==> src/rtl/dmem_pkg.sv <==
// Shared definitions for the data-memory arbiter: owner encodings, default widths
// and the round-robin successor helper.
package dmem_pkg;

  localparam int DMEM_AW = 16;
  localparam int DMEM_DW = 32;

  typedef enum logic [1:0] {
    OWN_IDLE = 2'd0,
    OWN_A    = 2'd1,
    OWN_B    = 2'd2
  } owner_e;

  // Round-robin successor: the port that did not own the RAM last; A after IDLE.
  function automatic owner_e rr_pick(input owner_e last);
    owner_e nxt;
    case (last)
      OWN_A:   nxt = OWN_B;
      OWN_B:   nxt = OWN_A;
      default: nxt = OWN_A;
    endcase
    return nxt;
  endfunction

endpackage

==> src/rtl/dmem_arbiter_if.sv <==
// Requester-side bus of the data-memory arbiter: level request, command and
// address/data in, combinational grant and registered read return out.
interface dmem_arbiter_if
  import dmem_pkg::*;
#(
  parameter int AW = DMEM_AW,
  parameter int DW = DMEM_DW
);

  logic          req;
  logic          rw;
  logic [AW-1:0] addr;
  logic [DW-1:0] wdata;
  logic          gnt;
  logic [DW-1:0] rdata;
  logic          rvalid;

  modport master (
    output req, rw, addr, wdata,
    input  gnt, rdata, rvalid
  );

  modport slave (
    input  req, rw, addr, wdata,
    output gnt, rdata, rvalid
  );

endinterface

==> src/rtl/dmem_starve_ctr.sv <==
// Saturating count of consecutive cycles a requester lost arbitration; `starved`
// flags that it must win the next time it asks.
module dmem_starve_ctr #(
  parameter int MAX = 4
) (
  input  logic Clk,
  input  logic Rst,
  input  logic inc,
  input  logic clr,
  input  logic hold,
  output logic starved
);

  localparam int CW = $clog2(MAX + 1);
  localparam logic [CW-1:0] CNT_MAX = CW'(MAX);

  logic [CW-1:0] cnt_r;

  // Hold wins over clear so a RAM miss leaves the count untouched.
  always_ff @(posedge Clk or negedge Rst) begin
    if (!Rst) begin
      cnt_r <= '0;
    end else if (hold) begin
      cnt_r <= cnt_r;
    end else if (clr) begin
      cnt_r <= '0;
    end else if (inc && (cnt_r != CNT_MAX)) begin
      cnt_r <= cnt_r + CW'(1);
    end else begin
      cnt_r <= cnt_r;
    end
  end

  assign starved = (cnt_r == CNT_MAX);

endmodule

==> src/rtl/dmem_arbiter.sv <==
// Two-port arbiter in front of the single-port data RAM: port A is the pipeline
// MEM stage, port B the loader/debug master with burst lock and starvation guard.
module dmem_arbiter
  import dmem_pkg::*;
#(
  parameter int AW         = DMEM_AW,
  parameter int DW         = DMEM_DW,
  parameter int RR_MODE    = 0,
  parameter int STARVE_MAX = 4
) (
  input  logic          Clk,
  input  logic          Rst,
  dmem_arbiter_if.slave port_a,
  dmem_arbiter_if.slave port_b,
  input  logic          b_lock,
  output logic          mem_en,
  output logic          mem_rw,
  output logic [AW-1:0] mem_addr,
  output logic [DW-1:0] mem_wdata,
  input  logic [DW-1:0] mem_rdata,
  input  logic          mem_miss,
  output logic          busy
);

  owner_e        owner_r;
  owner_e        win_s;
  logic          a_starved_s;
  logic          b_starved_s;
  logic          a_gnt_s;
  logic          b_gnt_s;
  logic          sel_rw_s;
  logic          hold_s;
  logic          a_rvalid_r;
  logic          b_rvalid_r;
  logic [DW-1:0] a_rdata_r;
  logic [DW-1:0] b_rdata_r;

  // Winner selection; starvation outranks the B burst lock.
  always_comb begin
    win_s = OWN_IDLE;
    if (!Rst) begin
      win_s = OWN_IDLE;
    end else if (port_b.req && b_starved_s) begin
      win_s = OWN_B;
    end else if (port_a.req && a_starved_s) begin
      win_s = OWN_A;
    end else if ((owner_r == OWN_B) && b_lock && port_b.req) begin
      win_s = OWN_B;
    end else if (port_a.req && !port_b.req) begin
      win_s = OWN_A;
    end else if (!port_a.req && port_b.req) begin
      win_s = OWN_B;
    end else if (port_a.req && port_b.req) begin
      if (RR_MODE != 0) begin
        win_s = rr_pick(owner_r);
      end else begin
        win_s = OWN_A;
      end
    end else begin
      win_s = OWN_IDLE;
    end
  end

  // RAM-side mux; the enable stays up on a miss so the RAM sees the retry.
  always_comb begin
    mem_en    = 1'b0;
    mem_addr  = '0;
    mem_wdata = '0;
    sel_rw_s  = 1'b0;
    case (win_s)
      OWN_A: begin
        mem_en    = 1'b1;
        mem_addr  = port_a.addr;
        mem_wdata = port_a.wdata;
        sel_rw_s  = port_a.rw;
      end
      OWN_B: begin
        mem_en    = 1'b1;
        mem_addr  = port_b.addr;
        mem_wdata = port_b.wdata;
        sel_rw_s  = port_b.rw;
      end
      default: begin
        mem_en    = 1'b0;
        mem_addr  = '0;
        mem_wdata = '0;
        sel_rw_s  = 1'b0;
      end
    endcase
  end

  assign a_gnt_s = (win_s == OWN_A) & ~mem_miss;
  assign b_gnt_s = (win_s == OWN_B) & ~mem_miss;
  assign mem_rw  = sel_rw_s & ~mem_miss;
  assign busy    = a_gnt_s | b_gnt_s;
  assign hold_s  = mem_en & mem_miss;

  dmem_starve_ctr #(.MAX(STARVE_MAX)) u_starve_a (
    .Clk     (Clk),
    .Rst     (Rst),
    .inc     (port_a.req & b_gnt_s),
    .clr     (a_gnt_s | ~port_a.req),
    .hold    (hold_s),
    .starved (a_starved_s)
  );

  dmem_starve_ctr #(.MAX(STARVE_MAX)) u_starve_b (
    .Clk     (Clk),
    .Rst     (Rst),
    .inc     (port_b.req & a_gnt_s),
    .clr     (b_gnt_s | ~port_b.req),
    .hold    (hold_s),
    .starved (b_starved_s)
  );

  // Owner FSM: remembers the last successfully granted port, never returns to IDLE.
  always_ff @(posedge Clk or negedge Rst) begin
    if (!Rst) begin
      owner_r <= OWN_IDLE;
    end else if (a_gnt_s || b_gnt_s) begin
      case (win_s)
        OWN_A:   owner_r <= OWN_A;
        OWN_B:   owner_r <= OWN_B;
        default: owner_r <= owner_r;
      endcase
    end else begin
      owner_r <= owner_r;
    end
  end

  // Read return: capture RAM data at the grant edge, strobe valid for one cycle.
  always_ff @(posedge Clk or negedge Rst) begin
    if (!Rst) begin
      a_rvalid_r <= 1'b0;
      b_rvalid_r <= 1'b0;
      a_rdata_r  <= '0;
      b_rdata_r  <= '0;
    end else begin
      a_rvalid_r <= a_gnt_s & ~port_a.rw;
      b_rvalid_r <= b_gnt_s & ~port_b.rw;
      if (a_gnt_s && !port_a.rw) begin
        a_rdata_r <= mem_rdata;
      end else begin
        a_rdata_r <= a_rdata_r;
      end
      if (b_gnt_s && !port_b.rw) begin
        b_rdata_r <= mem_rdata;
      end else begin
        b_rdata_r <= b_rdata_r;
      end
    end
  end

  assign port_a.gnt    = a_gnt_s;
  assign port_a.rvalid = a_rvalid_r;
  assign port_a.rdata  = a_rdata_r;
  assign port_b.gnt    = b_gnt_s;
  assign port_b.rvalid = b_rvalid_r;
  assign port_b.rdata  = b_rdata_r;

endmodule

==> src/flat_wrapper.sv <==
// flat-port wrapper written by rule: the top's interface ports become plain ports
module dmem_arbiter_flat import dmem_pkg::*;
#(
  parameter int AW         = DMEM_AW,
  parameter int DW         = DMEM_DW,
  parameter int RR_MODE    = 0,
  parameter int STARVE_MAX = 4
)
  (Clk, Rst, b_lock, mem_en, mem_rw, mem_addr, mem_wdata, mem_rdata, mem_miss, busy, port_a_req, port_a_rw, port_a_addr, port_a_wdata, port_a_gnt, port_a_rdata, port_a_rvalid, port_b_req, port_b_rw, port_b_addr, port_b_wdata, port_b_gnt, port_b_rdata, port_b_rvalid);
  dmem_arbiter_if #(.AW(AW), .DW(DW)) port_a_i ();
  dmem_arbiter_if #(.AW(AW), .DW(DW)) port_b_i ();
  input  logic Clk;
  input  logic Rst;
  input  logic b_lock;
  output logic mem_en;
  output logic mem_rw;
  output logic [AW-1:0] mem_addr;
  output logic [DW-1:0] mem_wdata;
  input  logic [DW-1:0] mem_rdata;
  input  logic mem_miss;
  output logic busy;
  input wire logic [$bits(port_a_i.req)-1:0] port_a_req;
  input wire logic [$bits(port_a_i.rw)-1:0] port_a_rw;
  input wire logic [$bits(port_a_i.addr)-1:0] port_a_addr;
  input wire logic [$bits(port_a_i.wdata)-1:0] port_a_wdata;
  output wire logic [$bits(port_a_i.gnt)-1:0] port_a_gnt;
  output wire logic [$bits(port_a_i.rdata)-1:0] port_a_rdata;
  output wire logic [$bits(port_a_i.rvalid)-1:0] port_a_rvalid;
  input wire logic [$bits(port_b_i.req)-1:0] port_b_req;
  input wire logic [$bits(port_b_i.rw)-1:0] port_b_rw;
  input wire logic [$bits(port_b_i.addr)-1:0] port_b_addr;
  input wire logic [$bits(port_b_i.wdata)-1:0] port_b_wdata;
  output wire logic [$bits(port_b_i.gnt)-1:0] port_b_gnt;
  output wire logic [$bits(port_b_i.rdata)-1:0] port_b_rdata;
  output wire logic [$bits(port_b_i.rvalid)-1:0] port_b_rvalid;
  assign port_a_i.req = port_a_req;
  assign port_a_i.rw = port_a_rw;
  assign port_a_i.addr = port_a_addr;
  assign port_a_i.wdata = port_a_wdata;
  assign port_a_gnt = port_a_i.gnt;
  assign port_a_rdata = port_a_i.rdata;
  assign port_a_rvalid = port_a_i.rvalid;
  assign port_b_i.req = port_b_req;
  assign port_b_i.rw = port_b_rw;
  assign port_b_i.addr = port_b_addr;
  assign port_b_i.wdata = port_b_wdata;
  assign port_b_gnt = port_b_i.gnt;
  assign port_b_rdata = port_b_i.rdata;
  assign port_b_rvalid = port_b_i.rvalid;
  dmem_arbiter #(.AW(AW), .DW(DW), .RR_MODE(RR_MODE), .STARVE_MAX(STARVE_MAX)) u_core (.Clk(Clk), .Rst(Rst), .port_a(port_a_i), .port_b(port_b_i), .b_lock(b_lock), .mem_en(mem_en), .mem_rw(mem_rw), .mem_addr(mem_addr), .mem_wdata(mem_wdata), .mem_rdata(mem_rdata), .mem_miss(mem_miss), .busy(busy));
endmodule
==> config.mk <==
export PLATFORM = sky130hd
export DESIGN_NAME = dmem_arbiter_flat
export DESIGN_NICKNAME = d
export VERILOG_FILES = /design/src/rtl/dmem_pkg.sv /design/src/rtl/dmem_arbiter_if.sv /design/src/rtl/dmem_starve_ctr.sv /design/src/rtl/dmem_arbiter.sv /design/src/flat_wrapper.sv
export SDC_FILE = /design/constraint.sdc
export NUM_CORES = 1
export LEC_CHECK = 0
export ABC_AREA = 1
export BUFFER_PORTS_ARGS = -buffer_cell sky130_fd_sc_hd__buf_4
export CAP_MARGIN = 20
export CORE_AREA = 2 2 119 121
export CTS_BUF_LIST = sky130_fd_sc_hd__clkbuf_4 sky130_fd_sc_hd__clkbuf_8
export DETAILED_ROUTE_END_ITERATION = 16
export DIE_AREA = 0 0 121 123
export PLACE_DENSITY_LB_ADDON = 0.2
export REMOVE_ABC_BUFFERS = 1
export SYNTH_ARGS = -nofsm -noshare
export SYNTH_HDL_FRONTEND = slang
export SYNTH_SLANG_ARGS = --single-unit
==> constraint.sdc <==
create_clock -name Clk -period 2.7 [get_ports Clk]
set_clock_uncertainty 0.1 [all_clocks]
set_input_delay 0.135 -clock Clk [delete_from_list [all_inputs] [get_ports Clk]]
set_output_delay 0.135 -clock Clk [all_outputs]
set_load 0.02 [all_outputs]
* Word-level counts from Yosys, hierarchy flattened
Index checks and enable logic that the tools add are counted.
Word-level totals: memory bits (writable) 0, bits of input ports 136, bits in registers 74, memories 0, ROM bits 0, output and inout bits 119, latch bits 0
Cells by class: bitwise logic cells 17, shifts and indexed selects 0, mux-type cells 16, divide/modulo/power cells 0, reductions and logical operators 23, magnitude comparators 0, equality and inequality tests 7, $add $sub $neg 2, multiply operators 0
Operators by type and width (count):
- 32-bit case mux with 2 select lines | 1
- 16-bit case mux with 2 select lines | 1
- 2-bit 2-to-1 mux | 6
- 3-bit 2-to-1 mux | 4
- 1-bit logical AND | 11
- 1-bit bitwise AND | 8
- 3-bit by 1-bit adder with 3-bit output, second input constant | 2
- 3-bit == test, second input constant | 2
- 3-bit inequality test, second input constant | 2
- 1-bit inverter | 6
- 2-bit AND reduction | 3
- 2-bit nonzero test | 3
- 2-bit == test, second input constant | 2
- 1-bit zero test | 4
- 2-bit case mux with 2 select lines | 1
- 1-bit OR | 3
- 2-bit by 1-bit == test with 1-bit output, second input constant | 1
- 1-bit 2-to-1 mux | 2
- 1-bit case mux with 2 select lines | 1
- 2-bit OR reduction | 1
- 1-bit logical OR | 1

* Longest topological paths before layout
Gate-level depths: netlist of the first run.
depth after elaboration 14, depth in mapped cells 16, gate-level depth less buffers 15

* Cells and area by module
From an unflattened synthesis of the first run, not the netlist that was laid out.
Second synthesis, totals: cells, all modules 508, area total of the unflattened synthesis 3776.1 um2
By module, submodules not included:
- dmem_arbiter | cells each 450, area an instance 3360.7 um2, instances 1
- dmem_starve_ctr | cells each 29, area an instance 207.7 um2, instances 2

* Worst setup path before layout of the first run
OpenSTA, ideal clock, no wires.
kind register -> output, from register u_core.u_starve_b.cnt_r[0], to output mem_rw, required time 2.465 ns, setup slack 0.406 ns, stages on the path, launching flop included 14, arrival time 2.059 ns, path buffers 1, cell sequence dfrtp_1 > inv_1 > ha_1 > nand2_1 > inv_1 > nand2_1 > nand4_1 > inv_1 > ha_1 > buf_2 > inv_1 > nor2_1 > nand2_1 > a21oi_1
Between the ends: cells in the longest elaborated chain, start to end 7, elaborated cells on any way between the ends 8
Ends and longest elaborated chain:
- start, declared | line dmem_starve_ctr.sv:17 | logic [CW-1:0] cnt_r;
- start signal, assigned | line dmem_starve_ctr.sv:24 | cnt_r <= cnt_r;
- start signal, assigned | line dmem_starve_ctr.sv:28 | cnt_r <= cnt_r + CW'(1);
- start signal, assigned | line dmem_starve_ctr.sv:30 | cnt_r <= cnt_r;
- 3-bit == test (*) | line dmem_starve_ctr.sv:34 | assign starved = (cnt_r == CNT_MAX);
- 1-bit logical AND (*) | line dmem_arbiter.sv:43 | end else if (port_b.req && b_starved_s) begin
- 2-bit 2-to-1 mux (*) | line dmem_arbiter.sv:43
- 2-bit 2-to-1 mux (*) | line dmem_arbiter.sv:41 | if (!Rst) begin
- 2-bit == test / 2-bit by 1-bit == test with 1-bit output (equally long branches) | line dmem_arbiter.sv:70 | case (win_s)
- 1-bit case mux with 2 select lines (*) | line dmem_arbiter.sv:70
- 1-bit bitwise AND (*) | line dmem_arbiter.sv:94 | assign mem_rw = sel_rw_s & ~mem_miss;
- end, declared | line flat_wrapper.sv:16 | output logic mem_rw;
Mark *: on every way between the ends. The rest lies on a longest branch, timed or not.

* Final worst setup path of the first run
from register u_core.u_starve_b.cnt_r[0], to output mem_wdata[18]
Between the ends: cells in the longest elaborated chain, start to end 6, elaborated cells on any way between the ends 7
Ends and longest elaborated chain:
- 3-bit == test (*) | line dmem_starve_ctr.sv:34
- 1-bit logical AND (*) | line dmem_arbiter.sv:43
- 2-bit 2-to-1 mux (*) | line dmem_arbiter.sv:43
- 2-bit 2-to-1 mux (*) | line dmem_arbiter.sv:41
- 2-bit == test / 2-bit by 1-bit == test with 1-bit output (equally long branches) | line dmem_arbiter.sv:70
- 32-bit case mux with 2 select lines (*) | line dmem_arbiter.sv:70
- end, declared | line flat_wrapper.sv:18 | output logic [DW-1:0] mem_wdata;
Marked as above.

==> results of run 1 <==
## worst register-to-register path, stage by stage, from the launching register on
cell and delay [ns]:
dfrtp_1 0.37, inv_1 0.07, ha_1 0.19, nand2_1 0.09, nand3_1 0.10, nand3_1 0.08
nand2_1 0.09, inv_1 0.11, ha_4 0.22, buf_4 0.13, nand2_2 0.07, or2_2 0.30
buf_12 0.20, nand2_1 0.19, o21ai_2 0.06
## per-layer routing
| metal | routed length (um) | vias up |
|---|---|---|
| li1 | - | 2129 |
| met1 | 5320 | 1983 |
| met2 | 7380 | 196 |
| met3 | 1410 | 23 |
| met4 | 393 | 0 |
| met5 | 0 | - |
## layout by cell type (no fill, tap or decap), types with 10 or more instances in the layout
cell type,instances
a21oi_1,50
clkbuf_8,10
buf_4,259
nand2_1,186
o21ai_2,46
dlygate4sd3_1,33
dfrtp_1,74
inv_1,55
o21ai_1,18
nand2_2,12
## flip-flops by register name, indices dropped and copies added, names as in the netlist
signal,cells
u_core.u_starve_b.cnt_r,3
u_core.port_b.rvalid,1
u_core.owner_r,2
u_core.u_starve_a.cnt_r,3
u_core.port_a.rdata,32
u_core.port_a.rvalid,1
u_core.port_b.rdata,32
## where the power goes
group / total [mW] / switching (mW) / internal (mW) / leakage [nW]
Clock: 0.909 / 0.446 / 0.463 / 0.101
Combinational: 1.53 / 0.816 / 0.710 / 2.44
Sequential: 1.51 / 0.153 / 1.35 / 0.946
## layout make-up
class / count / area [sq um]
Inverter: 57 / 214
Tap cell: 180 / 225
Antenna cell: 4 / 10.0
Fill cell: 1334 / 6890
Timing Repair Buffer: 301 / 2470
Multi-Input combinational cell: 338 / 1740
Clock inverter: 6 / 73.8
Sequential cell: 74 / 1850
Clock buffer: 10 / 138
## path summary, 6_finish.rpt
| check | endpoint | slack [ns] | depth (start not counted) |
|---|---|---|---|
| max | mem_wdata[18] | 0.12 | 12 |
| min | u_core.u_starve_a.cnt_r[0] | 0.11 | 5 |
| max reg2reg | u_core.port_b.rdata[27] | 0.22 | 14 |
| min reg2reg | u_core.port_a.rdata[12] | 0.39 | 2 |
| max in group asynchronous | u_core.owner_r[0] | 1.37 | 3 |
| min in group asynchronous | u_core.port_b.rdata[9] | 0.54 | 3 |
## kinds of logic after synthesis
kind of cell / after synthesis / share of synthesized area
flops: 74 / 0.465
buf+inv: 89 / 0.110
simple gates: 214 / 0.215
fa+ha+maj: 6 / 0.0188
compound gates: 118 / 0.192
## repair_timing
item                                   4_1_cts  5_1_grt
hold buffers                                33        0
pin swaps                                    0        3
buffers inserted                             0        5
endpoints found under the hold margin      138        0
resized for setup                            4        9
cloned                                       2        1
setup endpoints to repair                    3       48
==> results by group, run 1 <==
Floorplan
  – Initial Utilization: 0.293
  – Die area: 14,900 sq um
  – IO Count: 255
  – Chip height: 123 um
  – Site Rows: 43
  – Die X: 121 um
  – Core area: 13,600 sq um

Critical path
  – RR Startpoint: u_core.u_starve_a.cnt_r[0]
  – Critical path capture point type: output port
  – CP max stage cell: dfrtp_1
  – Worst-path fanout max: 25
  – Critical Path Source: u_core.u_starve_b.cnt_r[0]
  – CP Buf/Inv Count: 5
  – CP delay by family, top: buffers and inverters
  – Setup CP Type: reg2out
  – Largest stage delay, worst path: 0.37 ns
  – Critical Path, Cell by Cell: inv_1 > ha_1 > nand2_2 > inv_1 > nand2_1 > nand4_1 > inv_2 > ha_4 > bufbuf_16 > nand2_1 > a21oi_1 > buf_4
  – CP required: 2.47 ns
  – Crit path launch type: register
  – Crit path arrival time: 2.34 ns

Timing
  – Hold Vio Cnt, Final: 0
  – Final Hold Slack: 0.111 ns
  – Max-slew headroom: 0.381
  – Final Slew Violations: 0
  – Final worst slack: 0.125 ns
  – Fmax achieved: 388 MHz
  – Setup-failing EPs final: 0
  – Tmin final: 2.58 ns
  – Total negative setup slack: 0 ns
  – Unrepaired setup endpoints after global routing: true
  – Final worst-path cycle share: 0.954
  – Worst Tran Pin Value: 0.929 ns

Global route
  – Initial antenna violation count: 4
  – Most Crowded Layer GR: met2
  – Global route overflow: 0
  – Met2 Use GR: 0.340
  – Vias in the first global route: 4,273
  – First-pass GRT wire length: 21,700 um
  – Met3 global-route usage: 0.0632
  – GR Layer Usage met1: 0.200
  – Total GRT Usage: 0.189
  – Largest net degree at the start of global routing: 75

Synth
  – Avg Cell Area, Syn: 7.95 sq um
  – Cell count after synthesis: 501
  – Share of the synthesized area in the top cell type: 0.465
  – Synth unique cells: 19
  – Most common cell in the netlist: nand2_1
  – Synth cell count leaders: nand2_1, dfrtp_1, inv_1
  – Top cells by area, synth: dfrtp_1, nand2_1, o21ai_2
  – EDFF count, synth: 0
  – #FFs+latches synth: 74
  – Sequential area share after synthesis: 0.465
  – Synth area leader: dfrtp_1
  – Top FF cell, synth: dfrtp_1
  – FFs w/ async S/R, synth: 1.00
  – Synthesized cell area: 3980 sq um
  – Syn. warnings: 0

Status
  – Outcome: completed

Pwr
  – Worst VDD drop: 363 uV
  – Static Leak: 3.49 nW
  – PwrDens: 586 nW/um^2
  – Overall power: 3.94 mW

Clocking
  – CTS Buf Count: 9
  – CTS root buffer: clkbuf_8
  – Clock H-tree levels: 3
  – Clock Latency Late Sink: 0.35 ns
  – CTS tree: yes
  – Reg clk slew, reported paths: 0.08 ns
  – Clk buf depth: 2
  – Sink Count: 74

Routing
  – Vias/cell: 4.46
  – Post-route ant nets: 0
  – Iteration-0 DRC Markers: 125
  – Drc violations: 0
  – Drt first pass iters: 7
  – Via Count: 4,331
  – Routed length per instance: 15.0 um
  – Routed wire length: 14,500 um

Cells and area
  – Final nets: 923
  – Layout area overhead: 68.8%
  – Post-route insts no fill: 970
  – Share of layout cells above drive strength 1: 0.448
  – Finished Cell Area: 6720 sq um
  – Final core occ: 0.494

Place
  – Dpl hpwl: 10,400 um
  – I/O Buffers: 254
  – Place WS: 0.271 ns
  – DP Area: 6000 sq um
  – Placed Cells: 909
  – Gpl congestion: 0.829

Hold path
  – Hold path startpoint: port_a_req
  – Worst Hold Class: in2reg

Job
  – Total of max-cap violations: 0
Power figures use the tool's default switching activity.
==> inputs of run 2 (changes only) <==
--- a/config.mk
+++ b/config.mk
@@ -13,4 +13,5 @@
 export DETAILED_ROUTE_END_ITERATION = 16
 export DIE_AREA = 0 0 121 123
+export GPL_TIMING_DRIVEN = 0
 export PLACE_DENSITY_LB_ADDON = 0.2
 export REMOVE_ABC_BUFFERS = 1
==> constraint.sdc (replaced) <==
create_clock -name Clk -period 2.7 [get_ports Clk]
set_clock_uncertainty 0.1 [all_clocks]
set_input_delay 0.135 -clock Clk [delete_from_list [all_inputs] [get_ports Clk]]
set_output_delay 0.135 -clock Clk [all_outputs]
set_load 0.01 [all_outputs]
==> run 2 against run 1 <==
Effect of this change:
- global-route usage rose by 0.80 points
- clock power fell by 4.6%
- sequential share of layout area rose by 0.072 points
- the run now ends with hold timing left
- critical path depth rose by 1
- largest power group is now sequential cells
- combinational power fell by 13%
- critical endpoint is now mem_wdata[20]
- die area did not move
==> results by group, run 2 (synthesis gave the netlist of run 1 again) <==
Pwr
  – Seq pwr share: 0.406
  – Comb power frac: 0.359
  – Worst VDD drop: 403 uV
  – PwrDens: 552 nW/um^2
  – Clk pwr share: 0.234
  – Pint: 2.50 mW
  – Net Sw Frac: 0.325
  – P_sw: 1.20 mW
  – Static Leak: 3.49 nW

Clocking
  – Sink Count: 74
  – Clk buf depth: 2
  – Clock Latency Late Sink: 0.35 ns
  – Hold_buf cts: 32
  – CTS tree: yes
  – CTS root buffer: clkbuf_8
  – Clock H-tree levels: 3
  – Reg clk slew, reported paths: 0.08 ns
  – CTS Buf Count: 9

Floorplan
  – Die area: 14,900 sq um
  – Initial Utilization: 0.293
  – Site Rows: 43
  – Chip height: 123 um
  – IO Count: 255
  – Core area: 13,600 sq um
  – Die X: 121 um

Critical path
  – Setup CP Type: reg2out
  – Worst-path fanout max: 26
  – Crit path arrival time: 2.30 ns
  – Crit path launch type: register
  – Critical path capture point type: output port
  – CP required: 2.47 ns

Timing
  – Total negative setup slack: 0 ns
  – Fmax achieved: 394 MHz
  – Max-slew headroom: 0.350
  – Final Slew Violations: 0
  – Final worst-path cycle share: 0.940
  – Hold Vio Cnt, Final: 74
  – Final Hold Slack: -0.170 ns
  – Tmin final: 2.54 ns
  – Worst Tran Pin Value: 0.975 ns
  – Setup-failing EPs final: 0

Cells and area
  – Final nets: 929
  – Most common cell after layout, fill and taps aside: buf_4
  – Post-route insts no fill: 975
  – Layout area overhead: 68.3%
  – Share of layout cells above drive strength 1: 0.456
  – Finished Cell Area: 6710 sq um
  – Most frequent cells in the layout: buf_4, nand2_1, dfrtp_1

Global route
  – Total GRT Usage: 0.197
  – Vias in the first global route: 4,332
  – Initial antenna violation count: 3
  – Global route overflow: 0
  – Largest net degree at the start of global routing: 77
  – First-pass GRT wire length: 22,400 um

Status
  – Outcome: finished with violations
  – Failing checks: hold timing

Hold path
  – Worst Hold Class: in2async

Routing
  – Post-route ant nets: 0
  – Drt first pass iters: 4
  – Drc violations: 0
  – Routed wire length: 15,700 um
  – Iteration-0 DRC Markers: 158
  – Routed length per instance: 16.1 um
  – Via Count: 4,466
  – Vias/cell: 4.58

Job
  – Total of max-cap violations: 0

Place
  – Dpl hpwl: 10,100 um
  – Gpl congestion: 0.777
  – I/O Buffers: 254
  – DP Area: 5900 sq um
  – Placed Cells: 903
run 2: metal layers:
layer / part of all wire / GRT usage / up-vias
met5: 0 / 0 / -
met4: 0.036 / 0.104 / 0
met3: 0.082 / 0.0554 / 27
met2: 0.49 / 0.349 / 179
met1: 0.39 / 0.215 / 2110
li1: - / - / 2150
run 2: power by group through the flow:
stage                     combinational, mW  clock (mW)  sequential [mW]
after floorplan                       0.416           0             1.62
after detailed placement               1.24           0             1.52
after global placement                 1.22           0             1.51
after global routing                   1.44       0.943             1.54
final                                  1.33       0.867             1.50
after CTS                              1.33       0.907             1.51
run 2: worst paths after layout:
kind | from | to | slack [ns] | cells after the start
max | u_core.u_starve_a.cnt_r[0] | mem_wdata[20] | 0.16 | 13
min | Rst | u_core.port_b.rvalid | -0.17 | 1
max reg2reg | u_core.u_starve_b.cnt_r[0] | u_core.port_b.rdata[3] | 0.17 | 12
min reg2reg | u_core.port_a.rdata[17] | u_core.port_a.rdata[17] | 0.39 | 2
max in group asynchronous | Rst | u_core.port_a.rdata[25] | 2.03 | 1
min in group Clk | port_b_req | u_core.u_starve_b.cnt_r[1] | 0.11 | 5
run 2: cell type report:
type	instances	area [sq um]
multi-input cells	342	1780
repair buffers	303	2430
fillers	1343	6910
clock inverters	6	65.1
well taps	180	225
inverters	57	214
flip-flops and latches	74	1850
diodes	3	7.51
clock buffers	10	131
run 2: per-stage QoR:
step	utilization	total power [mW]	worst slack (ns)
2_1_floorplan	-	2.03	-1.06
3_3_place_gp	0.433	2.72	-2.29
3_5_place_dp	0.434	2.76	-0.673
4_1_cts	0.487	3.74	0.0104
5_1_grt	0.493	3.92	-0.0203
6_report	0.493	3.70	0.162
run 2: repair_timing:
action / CTS / global route
gates cloned: 2 / 2
resized for setup: 5 / 7
setup endpoints to repair: 127 / 89
endpoints found under the hold margin: 138 / 74
setup buffers: 12 / 5
pin swaps: 3 / 5
run 2: worst max-delay path: stages (launching register included):
cell     delay (ns)
dfrtp_1        0.37
inv_1          0.07
ha_1           0.20
nand2_1        0.11
nand3_2        0.10
nand3_1        0.08
nand2_1        0.11
inv_2          0.09
ha_4           0.20
buf_12         0.12
buf_16         0.16
nand2_1        0.07
a21oi_1        0.15
buf_4          0.15
